$ cat config.mk
export PLATFORM = sky130hd
export DESIGN_NAME = mtm_alu_deserializer
export DESIGN_NICKNAME = d
export VERILOG_FILES = /design/src/rtl/mtm_alu_deserializer.sv
export SDC_FILE = /design/constraint.sdc
export NUM_CORES = 1
export LEC_CHECK = 0
export CORE_UTILIZATION = 63
export CTS_BUF_LIST = sky130_fd_sc_hd__clkbuf_8
export CTS_CLUSTER_DIAMETER = 200
export DETAILED_ROUTE_END_ITERATION = 10
export PLACE_DENSITY = 0.95
export SYNTH_ARGS = -nofsm -noshare
export SYNTH_HDL_FRONTEND = slang
export SYNTH_SLANG_ARGS = --single-unit
$ cat constraint.sdc
create_clock -name clk -period 11.4 [get_ports clk]
set_input_delay 3.42 -clock clk [delete_from_list [all_inputs] [get_ports clk]]
set_output_delay 3.42 -clock clk [all_outputs]
set_load 0.02 [all_outputs]
$ cat src/rtl/mtm_alu_deserializer.sv
// mtm_alu_deserializer: serial input stage of the MTM ALU.
// Samples one bit of `sin` per clock, assembles 11-bit packets into a
// frame of 8 data packets plus 1 command packet, checks count/CRC/op and
// presents the result with a one-cycle out_valid strobe.
// Optional build macro: MTM_DESER_TIMEOUT_EN aborts a partial frame after
// TIMEOUT_CYCLES idle cycles between packets and pulses err_timeout.
module mtm_alu_deserializer #(
    parameter int unsigned TIMEOUT_CYCLES = 256
) (
    input  logic        clk,
    input  logic        rst,
    input  logic        sin,
    output logic        out_valid,
    output logic [31:0] out_a,
    output logic [31:0] out_b,
    output logic [2:0]  out_op,
    output logic        err_data,
    output logic        err_crc,
    output logic        err_op,
    output logic        err_timeout
);

    localparam logic [2:0] IDLE    = 3'd0;
    localparam logic [2:0] TYPE    = 3'd1;
    localparam logic [2:0] PAYLOAD = 3'd2;
    localparam logic [2:0] STOP    = 3'd3;
    localparam logic [2:0] DRAIN   = 3'd4;

    logic [2:0]  state;
    logic        is_cmd;
    logic [2:0]  bit_cnt;
    logic [7:0]  shift;
    logic [3:0]  data_cnt;
    logic        overflow;
    logic [63:0] ab;

    logic [2:0]  cmd_op;
    logic [3:0]  cmd_crc;
    logic [67:0] crc_msg;
    logic        crc_fb;
    logic [3:0]  crc_calc;
    logic        bad_count;
    logic        crc_bad;
    logic        timeout_hit;

    // Command payload is {ignored, op[2:0], crc[3:0]}
    assign cmd_op    = shift[6:4];
    assign cmd_crc   = shift[3:0];
    assign bad_count = (data_cnt != 4'd8) || overflow;
    assign crc_bad   = (crc_calc != cmd_crc);

    // CRC-4 (x^4+x+1, init 0) over {A, B, 1'b1, op}, MSB first
    always_comb begin
        crc_msg  = {ab, 1'b1, cmd_op};
        crc_calc = '0;
        crc_fb   = 1'b0;
        for (int unsigned i = 0; i < 68; i++) begin
            crc_fb   = crc_calc[3] ^ crc_msg[67 - i];
            crc_calc = {crc_calc[2:0], 1'b0} ^ {2'b00, crc_fb, crc_fb};
        end
    end

`ifdef MTM_DESER_TIMEOUT_EN
    localparam int unsigned IDLE_W = $clog2(TIMEOUT_CYCLES + 1);

    logic [IDLE_W-1:0] idle_cnt;

    // Abort fires on the idle cycle that brings the count to TIMEOUT_CYCLES
    assign timeout_hit = (state == IDLE) && sin && (data_cnt != '0) &&
                         (idle_cnt == IDLE_W'(TIMEOUT_CYCLES - 1));

    // Idle-gap counter between packets of a partially received frame
    always_ff @(posedge clk or posedge rst) begin
        if (rst) begin
            idle_cnt    <= '0;
            err_timeout <= 1'b0;
        end else begin
            err_timeout <= timeout_hit;
            if ((state == IDLE) && sin && (data_cnt != '0) && !timeout_hit)
                idle_cnt <= idle_cnt + IDLE_W'(1);
            else
                idle_cnt <= '0;
        end
    end
`else
    logic unused_timeout_cfg;

    assign unused_timeout_cfg = ^TIMEOUT_CYCLES;
    assign timeout_hit        = 1'b0;
    assign err_timeout        = 1'b0;
`endif

    // Packet FSM, frame assembly and result registers
    always_ff @(posedge clk or posedge rst) begin
        if (rst) begin
            state     <= IDLE;
            is_cmd    <= 1'b0;
            bit_cnt   <= '0;
            shift     <= '0;
            data_cnt  <= '0;
            overflow  <= 1'b0;
            ab        <= '0;
            out_valid <= 1'b0;
            out_a     <= '0;
            out_b     <= '0;
            out_op    <= '0;
            err_data  <= 1'b0;
            err_crc   <= 1'b0;
            err_op    <= 1'b0;
        end else begin
            out_valid <= 1'b0;
            case (state)
                IDLE: begin
                    if (!sin) begin
                        state <= TYPE;
                    end else if (timeout_hit) begin
                        data_cnt <= '0;
                        overflow <= 1'b0;
                    end
                end
                TYPE: begin
                    is_cmd  <= sin;
                    bit_cnt <= 3'd7;
                    state   <= PAYLOAD;
                end
                PAYLOAD: begin
                    shift <= {shift[6:0], sin};
                    if (bit_cnt == 3'd0)
                        state <= STOP;
                    else
                        bit_cnt <= bit_cnt - 3'd1;
                end
                STOP: begin
                    if (!sin) begin
                        data_cnt <= '0;
                        overflow <= 1'b0;
                        state    <= DRAIN;
                    end else begin
                        state <= IDLE;
                        if (!is_cmd) begin
                            if (data_cnt < 4'd8) begin
                                ab       <= {ab[55:0], shift};
                                data_cnt <= data_cnt + 4'd1;
                            end else begin
                                overflow <= 1'b1;
                            end
                        end else begin
                            out_valid <= 1'b1;
                            out_a     <= ab[63:32];
                            out_b     <= ab[31:0];
                            out_op    <= cmd_op;
                            err_data  <= bad_count;
                            err_crc   <= !bad_count && crc_bad;
                            err_op    <= !bad_count && !crc_bad && cmd_op[1];
                            data_cnt  <= '0;
                            overflow  <= 1'b0;
                        end
                    end
                end
                DRAIN: begin
                    if (sin)
                        state <= IDLE;
                end
                default: state <= IDLE;
            endcase
        end
    end

endmodule

==> results of run 1 <==
[through the flow]
| step | util | area (sq um) | total power [mW] | hold slack [ns] |
|---|---|---|---|---|
| floorplan | - | 7090 | 1.45 | 0.454 |
| global placement | 0.730 | 7950 | 1.58 | 0.457 |
| detailed placement | 0.730 | 7950 | 1.66 | 0.462 |
| CTS | 0.770 | 8380 | 2.16 | 0.483 |
| global route | 0.770 | 8380 | 2.27 | 0.506 |
| finish | 0.770 | 8380 | 2.17 | 0.480 |
[worst min-delay path, stage by stage, from the launching register on]
cell and delay (ns):
dfrtp_1 0.35, nand2_1 0.05, nand2_1 0.05
[sequential cells by signal, indices dropped and copies added, names as in the netlist]
register	flops
ab	64
out_a	32
out_b	32
shift	8
data_cnt	4
bit_cnt	3
out_op	3
state	3
err_crc	1
err_data	1
err_op	1
is_cmd	1
out_valid	1
overflow	1
[how the worst min path moves through the flow]
stage                     startpoint         to  slack, ns  cells past startpoint
after floorplan             overflow   overflow       0.45                      2
after global placement      out_a[8]   out_a[8]       0.46                      2
after detailed placement    out_b[4]   out_b[4]       0.46                      2
after CTS                   out_a[8]   out_a[8]       0.48                      2
after global routing       out_a[12]  out_a[12]       0.51                      2
final                       out_a[8]   out_a[8]       0.48                      2
[layout make-up]
| cell class | count | area (sq um) |
|---|---|---|
| repair buffers | 77 | 761 |
| fillers | 659 | 2510 |
| inverters | 8 | 35.0 |
| clock buffers | 18 | 248 |
| multi-input cells | 434 | 3100 |
| flip-flops and latches | 155 | 3880 |
| clock inverters | 14 | 180 |
| well taps | 140 | 175 |
[cell families after synthesis]
family,share of synthesized area
compound gates,0.0191
fa+ha+maj,0.00706
mux,0.118
simple gates,0.133
xor+xnor,0.158
buf+inv,0.0175
flops,0.547
other cells,0.000529
[per-layer routing]
metal	global-route usage	vias to the layer above	wire, um
met1	0.365	2376	6210
met5	0	-	0
met2	0.498	149	8100
li1	-	2148	-
met4	0.148	0	493
met3	0.0579	44	720
[power by group through the flow]
| stage | clock, mW | combinational (mW) | sequential, mW |
|---|---|---|---|
| 2_1_floorplan | 0 | 0.732 | 0.720 |
| 3_3_place_gp | 0 | 0.855 | 0.724 |
| 3_5_place_dp | 0 | 0.932 | 0.729 |
| 4_1_cts | 0.451 | 0.992 | 0.720 |
| 5_1_grt | 0.475 | 1.06 | 0.734 |
| 6_report | 0.451 | 0.999 | 0.724 |
[cell usage in the layout (no fill, tap or decap), drive strengths merged]
cell type        n
nand2          214
dfrtp          155
mux2            74
clkdlybuf4s50   73
xnor2           58
xnor3           21
clkbuf          18
nor2            15
xor2            12
inv             10
a21oi            8
clkinv           7
nor3             4
ha               4
bufinv           4
buf              4
o21ai            3
nand2b           2
nor2b            2
o41ai            2
or2              2
nand3            1
a22o             1
o21a             1
a41oi            1
a21o             1
xor3             1
nand3b           1
or3b             1
a211o            1
and3             1
o211ai           1
a32o             1
conb             1
clkinvlp         1
==> flow_metrics.tcl, run 1 <==
set metrics [dict create \
    numCtsBuffers 17 \
    yosys.area.top_type "dfrtp_1" \
    power_density_nw_per_um2 259 \
    numPortBuffers 73 \
    ys_seq_area_frac 0.547 \
    synth_edf_count 0 \
    antenna_cells 0 \
    gr-total-overflow 0 \
    num_io_pins 75 \
    start_kind "primary input" \
    ctsHoldBuffers 0 \
    clock_power_share 0.207 \
    antenna_found_initial 0 \
    switching_share 0.369 \
    path_buf_inv 2 \
    post-route-period-util 0.466 \
    synth_cells 621 \
    r2r_start "ab[52]" \
    rsz0062_at_grt "no" \
    yosys.area.top_type_share 0.547 \
    synth-async-reset-ratio 1.00 \
    finalNonFillerCells 846 \
    post_drt_wl_per_cell_um 18.3 \
    syn-num-nets 628 \
    endpoint_kind "flop" \
    r2r_setup_slack_ns 7.30 \
    synth_common_cells "nand2_1, dfrtp_1, mux2_2" \
    critPathMaxFanout 66 \
    p_leak_nw 4.23 \
    clock_skew_ns 0.0118 \
    cpPeakStageDelay_ns 0.66 \
    clk_pin_slew_ns 0.08 \
    syn_avg_cell_area_sq_um 11.4 \
    grt_pass1_vias 4981 \
    peakVddDrop_mv 0.286 \
    clock_path_buffers 2 \
    core_sq_um 10900 \
    setup_tns_ns 0 \
    drive_gt1_frac 0.169 \
    die_w_um 108 \
    preCtsSetupSlack_ns 5.66 \
    synth.most_common_cell "nand2_1" \
    post_cts_buffers 0 \
    cts_sinks 155 \
    hp-class "reg2reg" \
    synthFlopType "dfrtp_1" \
    slew_viol_final 0 \
    cts_resized 0 \
    relSlewSlack 0.380 \
    drcViolationCount 0 \
    comb_power_share 0.460 \
    grt_max_degree 82 \
    fin_crit_ns 5.32 \
    grt_pass1_wl_mm 25.5 \
    cts_tree "yes" \
    clock_latency_ns 0.46 \
    reg2regPathDepth 10 \
    antenna_left 0 \
    required_ns 11.74 \
    cts_root_buf "clkbuf_8" \
    htree_levels 4 \
    row_count 38 \
    crit_start "sin" \
    wl_mm 15.5 \
    intPower_mw 1.37 \
    ys_seq_elements 155 \
    tightest_slew_ns 0.930 \
    track_usage 0.296 \
    initial_core_util 0.651 \
    worstReg2RegEnd "err_crc" \
    synth.distinct_cells 36 \
    critical_path_class "in2reg" \
    maxCapViolCount 0 \
    crit_family "buffers and inverters" \
    p_sw_uw 803 \
    gp_congestion 0.834 \
    via_per_inst 5.58 \
    yosys_warnings 0 \
    synth_area_leaders "dfrtp_1, mux2_2, nand2_1" \
    endpoint "ab[32]" \
    vias 4717 \
    syn_to_final_growth_pct 18.2 \
    p_seq_frac 0.333 \
    setup_ws_ns 6.08 \
    max_freq_mhz 188 \
    drtIter0Drc 269 \
    finalSetupViolations 0 \
    die_h_um 108 \
    worstPathCellList "clkdlybuf4s50_1, nor2b_1, nand2_1, nor2_4, buf_4, mux2_2" \
    dp_cells 814 \
    outcome "complete, no violations" \
    synth_area_sq_um 7090 \
    cp_slowest_cell "buf_4" \
    crit_cells 6 \
    nets 700 \
    hold_viol 0 \
    die_area_sq_um 11700 \
    hpwl_mm 9.89 \
    critical_path_arrival_ns 5.66 \
    drtPass1Iterations 5 \
]
(Power assumes the default switching activity.)
==> run 2, diff against run 1 <==
--- a/config.mk
+++ b/config.mk
@@ -5,11 +5,11 @@
 export SDC_FILE = /design/constraint.sdc
 export NUM_CORES = 1
 export LEC_CHECK = 0
-export CORE_UTILIZATION = 63
+export CORE_UTILIZATION = 59
 export CTS_BUF_LIST = sky130_fd_sc_hd__clkbuf_8
 export CTS_CLUSTER_DIAMETER = 200
 export DETAILED_ROUTE_END_ITERATION = 10
-export PLACE_DENSITY = 0.95
+export PLACE_DENSITY = 0.91
 export SYNTH_ARGS = -nofsm -noshare
 export SYNTH_HDL_FRONTEND = slang
 export SYNTH_SLANG_ARGS = --single-unit
==> constraint.sdc (replaced) <==
create_clock -name clk -period 4.95 [get_ports clk]
set_input_delay 1.485 -clock clk [delete_from_list [all_inputs] [get_ports clk]]
set_output_delay 1.485 -clock clk [all_outputs]
set_load 0.02 [all_outputs]
==> flow_metrics.tcl, run 2 (synthesis results as in run 1) <==
set metrics [dict create \
    peakVddDrop_mv 0.638 \
    slew_viol_final 0 \
    cts_root_buf "clkbuf_8" \
    clock_path_buffers 2 \
    cts_resized 0 \
    row_count 39 \
    grt_pass1_vias 4849 \
    crit_family "XOR/XNOR gates" \
    clk_pin_slew_ns 0.08 \
    drtPass1Iterations 7 \
    final_common_cell "nand2_1" \
    initial_core_util 0.613 \
    drcViolationCount 6 \
    fin_crit_ns 3.99 \
    antenna_cells 0 \
    power_density_nw_per_um2 581 \
    antenna_found_initial 0 \
    post_cts_buffers 0 \
    finalNonFillerCells 847 \
    htree_levels 4 \
    worstReg2RegEnd "err_op" \
    critPathMostFrequentCell "xnor3_2" \
    max_freq_mhz 251 \
    wl_mm 14.6 \
    clock_latency_ns 0.45 \
    failed_checks "design-rule violations" \
    wl_met3_um 546 \
    setup_ws_ns 0.959 \
    ctsHoldBuffers 0 \
    largest_reg_flops 64 \
    wl_met2_mm 7.62 \
    hold_viol 0 \
    crit_cells 10 \
    numPortBuffers 73 \
    numCtsBuffers 17 \
    dp_cells 816 \
    critical_path_class "reg2reg" \
    hold_depth 2 \
    relSlewSlack 0.244 \
    hp-class "reg2reg" \
    via_per_inst 5.49 \
    m1WireLength_mm 6.07 \
    largest-register "ab" \
    post_drt_wl_per_cell_um 17.2 \
    endpoint_kind "flop" \
    drtIter0Drc 289 \
    preCtsSetupSlack_ns 1.03 \
    cp_slowest_cell "xnor3_2" \
    start_kind "flop" \
    die_w_um 112 \
    track_usage 0.250 \
    cpPeakStageDelay_ns 0.50 \
    r2r_setup_slack_ns 0.96 \
    final_util 0.726 \
    rsz0062_at_grt "no" \
    antenna_left 0 \
    required_ns 5.33 \
    worstPathCellList "xor2_1, xnor3_2, xnor3_2, xnor3_1, xnor3_2, xnor3_1, or3b_1, a211o_1, a21oi_2, a32o_1" \
    grt_pass1_wl_mm 24.1 \
    p_leak_nw 4.23 \
    tightest_slew_ns 1.13 \
    die_h_um 112 \
    critical_path_arrival_ns 4.37 \
    setup_tns_ns 0 \
    grt_max_degree 125 \
    reg2regPathDepth 10 \
    hpwl_mm 9.65 \
    clock_skew_ns 0.00981 \
    endpoint "err_op" \
    mostFrequentLayoutCells "nand2_1, dfrtp_1, mux2_2, clkdlybuf4s50_1, xnor2_1" \
    crit_start "ab[51]" \
    critPathMaxFanout 4 \
    num_io_pins 75 \
    core_sq_um 11600 \
    cts_tree "yes" \
    finalPower_mw 4.87 \
    nFillCells 752 \
    outcome "complete, but fails checks" \
    top_regs "ab x64, out_a x32, out_b x32" \
    die_area_sq_um 12500 \
    drive_gt1_frac 0.170 \
    cts_sinks 155 \
    path_buf_inv 0 \
    gp_congestion 0.786 \
    vias 4649 \
    finalSetupViolations 0 \
    highest_layer "met4" \
    nets 699 \
    gr-total-overflow 0 \
    syn_to_final_growth_pct 18.3 \
    r2r_start "ab[51]" \
    maxCapViolCount 0 \
    post-route-period-util 0.806 \
]
run 2: cell count changes in the layout (fill, tap and decap cells not counted), sizes merged:
| cell | change |
|---|---|
| buf | -1 |
| clkbuf | +1 |
| clkinv | -3 |
| clkinvlp | +2 |
| inv | -1 |
run 2: cell type report:
class                   instances  area (sq um)  area share
inverters                       8          33.8     0.00403
repair buffers                 76           766      0.0912
flip-flops and latches        155          3880       0.462
well taps                     143           179      0.0213
multi-input cells             434          3100       0.370
clock inverters                12           171      0.0204
clock buffers                  19           262      0.0312
run 2: tightest hold or removal path: cells and delay by family, from the launching register on:
kind	cells	cell delay, ns
flops	1	0.35
simple gates	2	0.10
run 2: worst min-delay path by stage:
| stage | from | end | slack [ns] |
|---|---|---|---|
| detailed placement | out_a[11] | out_a[11] | 0.46 |
| global placement | out_b[30] | out_b[30] | 0.46 |
| CTS | out_a[11] | out_a[11] | 0.48 |
| global route | out_a[31] | out_a[31] | 0.50 |
| floorplan | overflow | overflow | 0.45 |
| finish | out_a[10] | out_a[10] | 0.48 |
run 2: per-layer routing:
layer	up-vias	global-route usage
met3	26	0.0517
met1	2362	0.313
met4	0	0.110
met5	-	0
li1	2148	-
met2	113	0.423
run 2: report_power, final:
part	leakage (nW)	switching (mW)	internal [mW]	total (mW)
sequential	2.12	0.220	1.44	1.66
clock	0.219	0.465	0.571	1.04
combinational	1.89	1.02	1.16	2.18
total	4.23	1.70	3.17	4.87
run 2: per-stage QoR:
step                hold slack, ns  instance area, sq um
global route                 0.504                  8390
floorplan                    0.454                  7100
global placement             0.457                  7960
detailed placement           0.462                  7960
CTS                          0.481                  8390
finish                       0.478                  8390
